$ cat src/rtl/svga_timing.sv
// Free-running SVGA raster timing generator: beam position, syncs, display enable.
// All outputs are registered from next-state counter values so they describe one position.
module svga_timing #(
  parameter int H_VIS  = 800,
  parameter int H_FP   = 40,
  parameter int H_SYNC = 128,
  parameter int H_BP   = 88,
  parameter int V_VIS  = 600,
  parameter int V_FP   = 1,
  parameter int V_SYNC = 4,
  parameter int V_BP   = 23,
  parameter bit HS_POL = 1'b1,
  parameter bit VS_POL = 1'b1
) (
  input  logic        clk,
  input  logic        reset_p,
  output logic [11:0] x,
  output logic [10:0] y,
  output logic        de,
  output logic        hsync,
  output logic        vsync,
  output logic        line_start,
  output logic        frame_start,
  output logic [15:0] frame_cnt
);

  localparam int H_TOT = H_VIS + H_FP + H_SYNC + H_BP;
  localparam int V_TOT = V_VIS + V_FP + V_SYNC + V_BP;

  if (H_TOT > 4096 || V_TOT > 2048) begin : g_size_chk
    $error("svga_timing: H_TOT/V_TOT exceed x/y port widths");
  end

  localparam logic [11:0] H_LAST  = 12'(H_TOT - 1);
  localparam logic [11:0] H_VIS_L = 12'(H_VIS);
  localparam logic [11:0] HS_BEG  = 12'(H_VIS + H_FP);
  localparam logic [11:0] HS_END  = 12'(H_VIS + H_FP + H_SYNC);
  localparam logic [10:0] V_LAST  = 11'(V_TOT - 1);
  localparam logic [10:0] V_VIS_L = 11'(V_VIS);
  localparam logic [10:0] VS_BEG  = 11'(V_VIS + V_FP);
  localparam logic [10:0] VS_END  = 11'(V_VIS + V_FP + V_SYNC);

  logic [11:0] r_x;
  logic [10:0] r_y;
  logic        r_de, r_hs, r_vs, r_ls, r_fs;
  logic [15:0] r_fc;

  logic        w_hwrap, w_vwrap;
  logic [11:0] w_x_nxt;
  logic [10:0] w_y_nxt;

  always_comb begin
    w_hwrap = (r_x == H_LAST);
    w_vwrap = (r_y == V_LAST);
    w_x_nxt = w_hwrap ? 12'd0 : r_x + 12'd1;
    w_y_nxt = r_y;
    if (w_hwrap) w_y_nxt = w_vwrap ? 11'd0 : r_y + 11'd1;
  end

  // Decodes use the next position so they land on the same edge as x/y.
  always_ff @(posedge clk) begin
    if (reset_p) begin
      r_x  <= '0;
      r_y  <= '0;
      r_de <= 1'b1;
      r_ls <= 1'b1;
      r_fs <= 1'b1;
      r_hs <= ~HS_POL;
      r_vs <= ~VS_POL;
      r_fc <= '0;
    end else begin
      r_x  <= w_x_nxt;
      r_y  <= w_y_nxt;
      r_de <= (w_x_nxt < H_VIS_L) && (w_y_nxt < V_VIS_L);
      r_ls <= (w_x_nxt == 12'd0);
      r_fs <= (w_x_nxt == 12'd0) && (w_y_nxt == 11'd0);
      r_hs <= ((w_x_nxt >= HS_BEG) && (w_x_nxt < HS_END)) ? HS_POL : ~HS_POL;
      r_vs <= ((w_y_nxt >= VS_BEG) && (w_y_nxt < VS_END)) ? VS_POL : ~VS_POL;
      if (w_hwrap && w_vwrap) r_fc <= r_fc + 16'd1;
    end
  end

  assign x           = r_x;
  assign y           = r_y;
  assign de          = r_de;
  assign hsync       = r_hs;
  assign vsync       = r_vs;
  assign line_start  = r_ls;
  assign frame_start = r_fs;
  assign frame_cnt   = r_fc;

endmodule
$ cat config.mk
export PLATFORM = sky130hd
export DESIGN_NAME = svga_timing
export DESIGN_NICKNAME = d
export VERILOG_FILES = /design/src/rtl/svga_timing.sv
export SDC_FILE = /design/constraint.sdc
export NUM_CORES = 1
export LEC_CHECK = 0
export ABC_CLOCK_PERIOD_IN_PS = 2700
export BUFFER_PORTS_ARGS = -buffer_cell sky130_fd_sc_hd__buf_4
export CORE_MARGIN = 5
export CORE_UTILIZATION = 35
export DETAILED_ROUTE_END_ITERATION = 8
export SLEW_MARGIN = 20
export SYNTH_ARGS = -nofsm -noshare
export SYNTH_HDL_FRONTEND = slang
export SYNTH_SLANG_ARGS = --single-unit
$ cat constraint.sdc
create_clock -name clk -period 2.7 [get_ports clk]
set_clock_uncertainty 0.15 [all_clocks]
set_input_delay 0.54 -clock clk [delete_from_list [all_inputs] [get_ports clk]]
set_output_delay 0.54 -clock clk [all_outputs]
set_load 0.03 [all_outputs]
* Word level (Yosys, flattened, before mapping)
Index checks and enable logic that the tools add are counted.
** Operators by class
- $add $sub $neg :: 3
- Order comparisons :: 6
- Equality and inequality tests :: 2
- Muxes and demuxes :: 5
- Reductions and logical operators :: 7
** Operators with widths (count)
- $lt 12x10->1 const B :: 2
- $lt 11x10->1 const B :: 2
- $mux 11 :: 2
- $add 16x1->16 const B :: 1
- $add 12x1->12 const B :: 1
- $eq 12x11->1 const B :: 1
- $ge 12x10->1 const B :: 1
- $logic_not 12->1 :: 1
- $mux 12 :: 1
- $add 11x1->11 const B :: 1
- $eq 11x10->1 const B :: 1
- $ge 11x10->1 const B :: 1
- $logic_not 11->1 :: 1
- $logic_and 1x1->1 :: 5
- $mux 1 :: 2
** Word-level totals
- Register bits :: 44
- Input bits :: 2
- Output and inout bits :: 44
- Logic and storage cells :: 31

* Logic depth before layout (Yosys ltp)
- Depth in word-level cells :: 6
- Depth in mapped cells :: 10
- Gate-level depth less buffers :: 7

* Least setup slack after synthesis
No wires, ideal clock.
- Path kind :: register to register
- Start point :: register r_x[0] (netlist: x[0])
- End point :: register r_de (netlist: de)
- Setup time :: 103 ps
- Data arrival time :: 2258 ps
- Data required time :: 2447 ps
- Slack :: 189 ps
- Stages on the path, launching flop included :: 9
- Path buffers :: 1
- Cells stage by stage :: dfxtp_1 ha_1 and4_4 buf_6 nand3_1 nor3_1 xor2_1 and4b_1 a222oi_1
** On the way
- Word-level cells in the longest chain between the ends :: 4
** RTL lines
- start, declared :: line 43 : logic [11:0] r_x;
- start signal, assigned :: line 72 : r_x <= w_x_nxt;
- $add 12x1->12 / $eq 12x11->1 (equally long branches) :: line 55, 53
- $mux 12 / $mux 11 (equally long branches) :: line 55, 57
- $lt 12x10->1 / $lt 11x10->1 (equally long branches) :: line 74 : r_de <= (w_x_nxt < H_VIS_L) && (w_y_nxt < V_VIS_L);
- $logic_and 1x1->1 * :: line 74
- end signal, assigned :: line 74
- end, declared :: line 45 : logic r_de, r_hs, r_vs, r_ls, r_fs;
Mark *: on every way between the ends. The rest lies on a longest branch, timed or not.
A chain may end at the register's enable or synchronous reset.

* Worst setup path after layout
- Start point :: register r_y[0] (netlist: y[0])
- End point :: register r_de (netlist: de)
** On the way
- Word-level cells in the longest chain between the ends :: 5
** RTL lines
- start, declared :: line 44 : logic [10:0] r_y;
- start signal, assigned :: line 73 : r_y <= w_y_nxt;
- $add 11x1->11 / $eq 11x10->1 (equally long branches) :: line 57, 54
- $mux 11 :: line 57 : if (w_hwrap) w_y_nxt = w_vwrap ? 11'd0 : r_y + 11'd1;
- $mux 11 * :: line 57
- $lt 11x10->1 * :: line 74
- $logic_and 1x1->1 * :: line 74
Marked as above.

==> impl_metrics.py <==
metrics = {
    "floorplan": {
        "design.core.area_mm2": 0.00672,
        "dieWidth_um": 92.4,
        "initial_core_util_pct": 35.4,
        "row_count": 30,
        "die_height_um": 92.4,
        "top_level_ports": 46,
        "die_area_mm2": 0.00854,
    },
    "clock_network": {
        "h-tree-depth": 2,
        "cts_tree": "yes",
        "cts_inserted_buffers": 5,
        "cts-root-buf": "clkbuf_8",
        "hold_buffers": 0,
        "insertion_delay_ns": 0.29,
        "clk_pin_slew_worst_paths_ns": 0.08,
        "clock_sinks": 44,
        "cts_buffer_depth": 2,
    },
    "pwr": {
        "powerDensity_mw_per_mm2": 410,
        "peakVddDrop_uv": 203,
        "leakagePower_uw": 0.00117,
    },
    "setup_path": {
        "r2r_end": "de",
        "worstSetupPathType": "reg -> reg",
        "crit_end": "de",
        "critPathLaunch": "y[0]",
        "rr_startpoint": "y[0]",
        "start_kind": "flop",
        "rrSetupSlack_ns": 0.20,
        "cp_data_required_time_ns": 2.75,
        "rr_worst_depth": 7,
        "cp_max_fo": 8,
        "crit_path_end_kind": "flop",
        "crit_chain": "ha_1 -> and2b_1 -> nand4_1 -> o311ai_0 -> a31oi_1 -> and4b_1 -> a222oi_1",
        "critPathSlowestCell": "dfxtp_1",
        "crit_arrival_ns": 2.54,
        "cp_slowest_stage_delay_ns": 0.47,
    },
    "detailed_routing": {
        "ant_nets": 0,
        "drt-total-wl_um": 5820,
        "post_drt_via_cell_ratio": 5.26,
        "wl_per_cell_um": 14.4,
        "drt_first_pass_iters": 4,
        "dr.first_iter.drc_count": 122,
        "vias": 2120,
        "drc_errors": 0,
    },
    "grt": {
        "grt_pass1_wl_um": 9770,
        "grt_pass1_vias": 2006,
        "gr-total-overflow": 0,
        "grt_util_all_layers_pct": 14.1,
        "grt_antenna_before_repair": 0,
        "grt_max_degree": 42,
    },
    "status": {
        "status": "finished, final reports clean",
    },
    "layout": {
        "layout.nets": 327,
        "regArea_um2": 881,
        "area_delta_synth_final_pct": 20.9,
        "drive_gt1_share_pct": 25.7,
        "layout_commonest_cell": "buf_4",
        "final_cell_mix": "buf_4 (56), dfxtp_1 (44), nor2_1 (36), nand2_1 (17), nand3_1 (15)",
        "postLayoutCellArea_mm2": 0.00287,
        "fillerInstances": 691,
        "multi_input_area_mm2": 0.00135,
        "diodes": 0,
    },
    "hold_path": {
        "hold_path_class": "reg -> reg",
    },
    "sta": {
        "setup-tns-final_ns": 0,
        "fmax_mhz": 400,
        "tightest_slew_ns": 0.449,
        "hold_viol": 0,
        "maxSlewViolCount": 0,
        "period_needed_ns": 2.50,
        "setup_viol": 0,
        "slew_headroom_pct": 70.1,
        "grt_setup_unrepaired": "false",
        "period_share_pct": 92.5,
    },
    "placement": {
        "dp_hpwl_um": 4340,
        "placed_area_mm2": 0.00278,
        "port_buffers": 45,
        "routabilityCongestion": 0.823,
    },
    "synth": {
        "synth_cell_type_count": 58,
        "synthArstFlopShare_pct": 0,
        "ys.flop_type": "dfxtp_1",
        "synth_edf_count": 0,
        "synth_warnings": 0,
        "avgSynthCellArea_um2": 8.68,
        "syn-instance-count": 274,
        "netlist_area_mm2": 0.00238,
        "seq_area_frac_synth_pct": 37.1,
        "synth.net_count": 279,
        "ys_ff_latch": 44,
    },
    "job": {
        "cap_violations": 0,
    },
}
==> cells by family (layout without fill, tap and decap cells) <==
kind of cell	after synthesis	in the layout	share of synthesized area (%)
xor+xnor	28	28	10.3
simple gates	129	129	31.3
fa+ha+maj	3	3	1.58
compound gates	47	47	13.5
buf+inv	23	72	6.31
flops	44	44	37.1
==> metal layers <==
metal  global-route usage (%)  share of wire (%)  up-vias
met5                        0                  0        -
met4                     5.07                1.7        0
met3                     2.76                4.2        8
met2                     22.8                 48       47
met1                     18.4                 46      985
li1                         -                  -     1080
==> registers in the layout, summed over array words and instances, names as in the netlist <==
register and cells:
vsync 1, de 1, y 11, frame_start 1, line_start 1, hsync 1
frame_cnt 16, x 12
==> metrics by stage <==
| stage | hold WS (ns) | setup WS [ns] | utilization, % | total power, uW | std cells |
|---|---|---|---|---|---|
| floorplan | 0.468 | 0.189 | - | 735 | 274 |
| global placement | 0.338 | 0.222 | 41.3 | 771 | 395 |
| detailed placement | 0.350 | 0.165 | 41.3 | 770 | 395 |
| CTS | 0.360 | 0.141 | 42.7 | 1200 | 403 |
| global route | 0.390 | 0.0261 | 42.8 | 1230 | 403 |
| finish | 0.352 | 0.202 | 42.8 | 1180 | 403 |
==> synth_stat cells, drive strengths merged, types with 4 or more instances <==
cell / n / share of area [%]
nor2: 36 / 5.7
a21oi: 11 / 2.3
nand4: 11 / 4.2
or3: 4 / 1.1
and3: 11 / 3.3
xnor2: 14 / 5.2
clkbuf: 5 / 1.2
and4: 4 / 1.6
o21ai: 10 / 2.1
nor3: 11 / 2.3
and2: 4 / 1.1
nand2: 18 / 3.2
nand3: 15 / 3.2
inv: 8 / 1.3
buf: 10 / 3.8
xor2: 14 / 5.2
dfxtp: 44 / 37
==> how the worst min path moves through the flow <==
stage	to	startpoint	cells after the start
global route	frame_cnt[10]	frame_cnt[10]	2
floorplan	frame_cnt[7]	frame_cnt[7]	2
global placement	frame_cnt[7]	frame_cnt[7]	2
CTS	frame_cnt[7]	frame_cnt[7]	2
finish	frame_cnt[7]	frame_cnt[7]	2
detailed placement	frame_cnt[7]	frame_cnt[7]	2
==> where the power goes <==
part	internal, uW	total (uW)	switching (uW)
clock	209	424	215
sequential	658	663	5.56
combinational	36.1	91.1	54.9
==> repair_timing <==
item,4_1_cts,5_1_grt
setup buffers,0,0
gates resized for setup,0,2
endpoints found under the setup margin,0,1
==> area by class of cell <==
cell class	count	area share (%)
clock buffers	8	3.13
inverters	8	1.04
multi-input cells	207	47.1
flip-flops and latches	44	30.6
well taps	80	3.48
repair buffers	56	14.6
==> worst max-delay path, delay by kind of cell, from the launching register on <==
| family | cells | cell delay (ns) |
|---|---|---|
| flip-flops | 1 | 0.47 |
| AND/OR/NAND/NOR | 3 | 0.79 |
| adder cells (fa/ha/maj) | 1 | 0.23 |
| AO/OA/AOI/OAI | 3 | 0.75 |
Power figures use the tool's default switching activity.
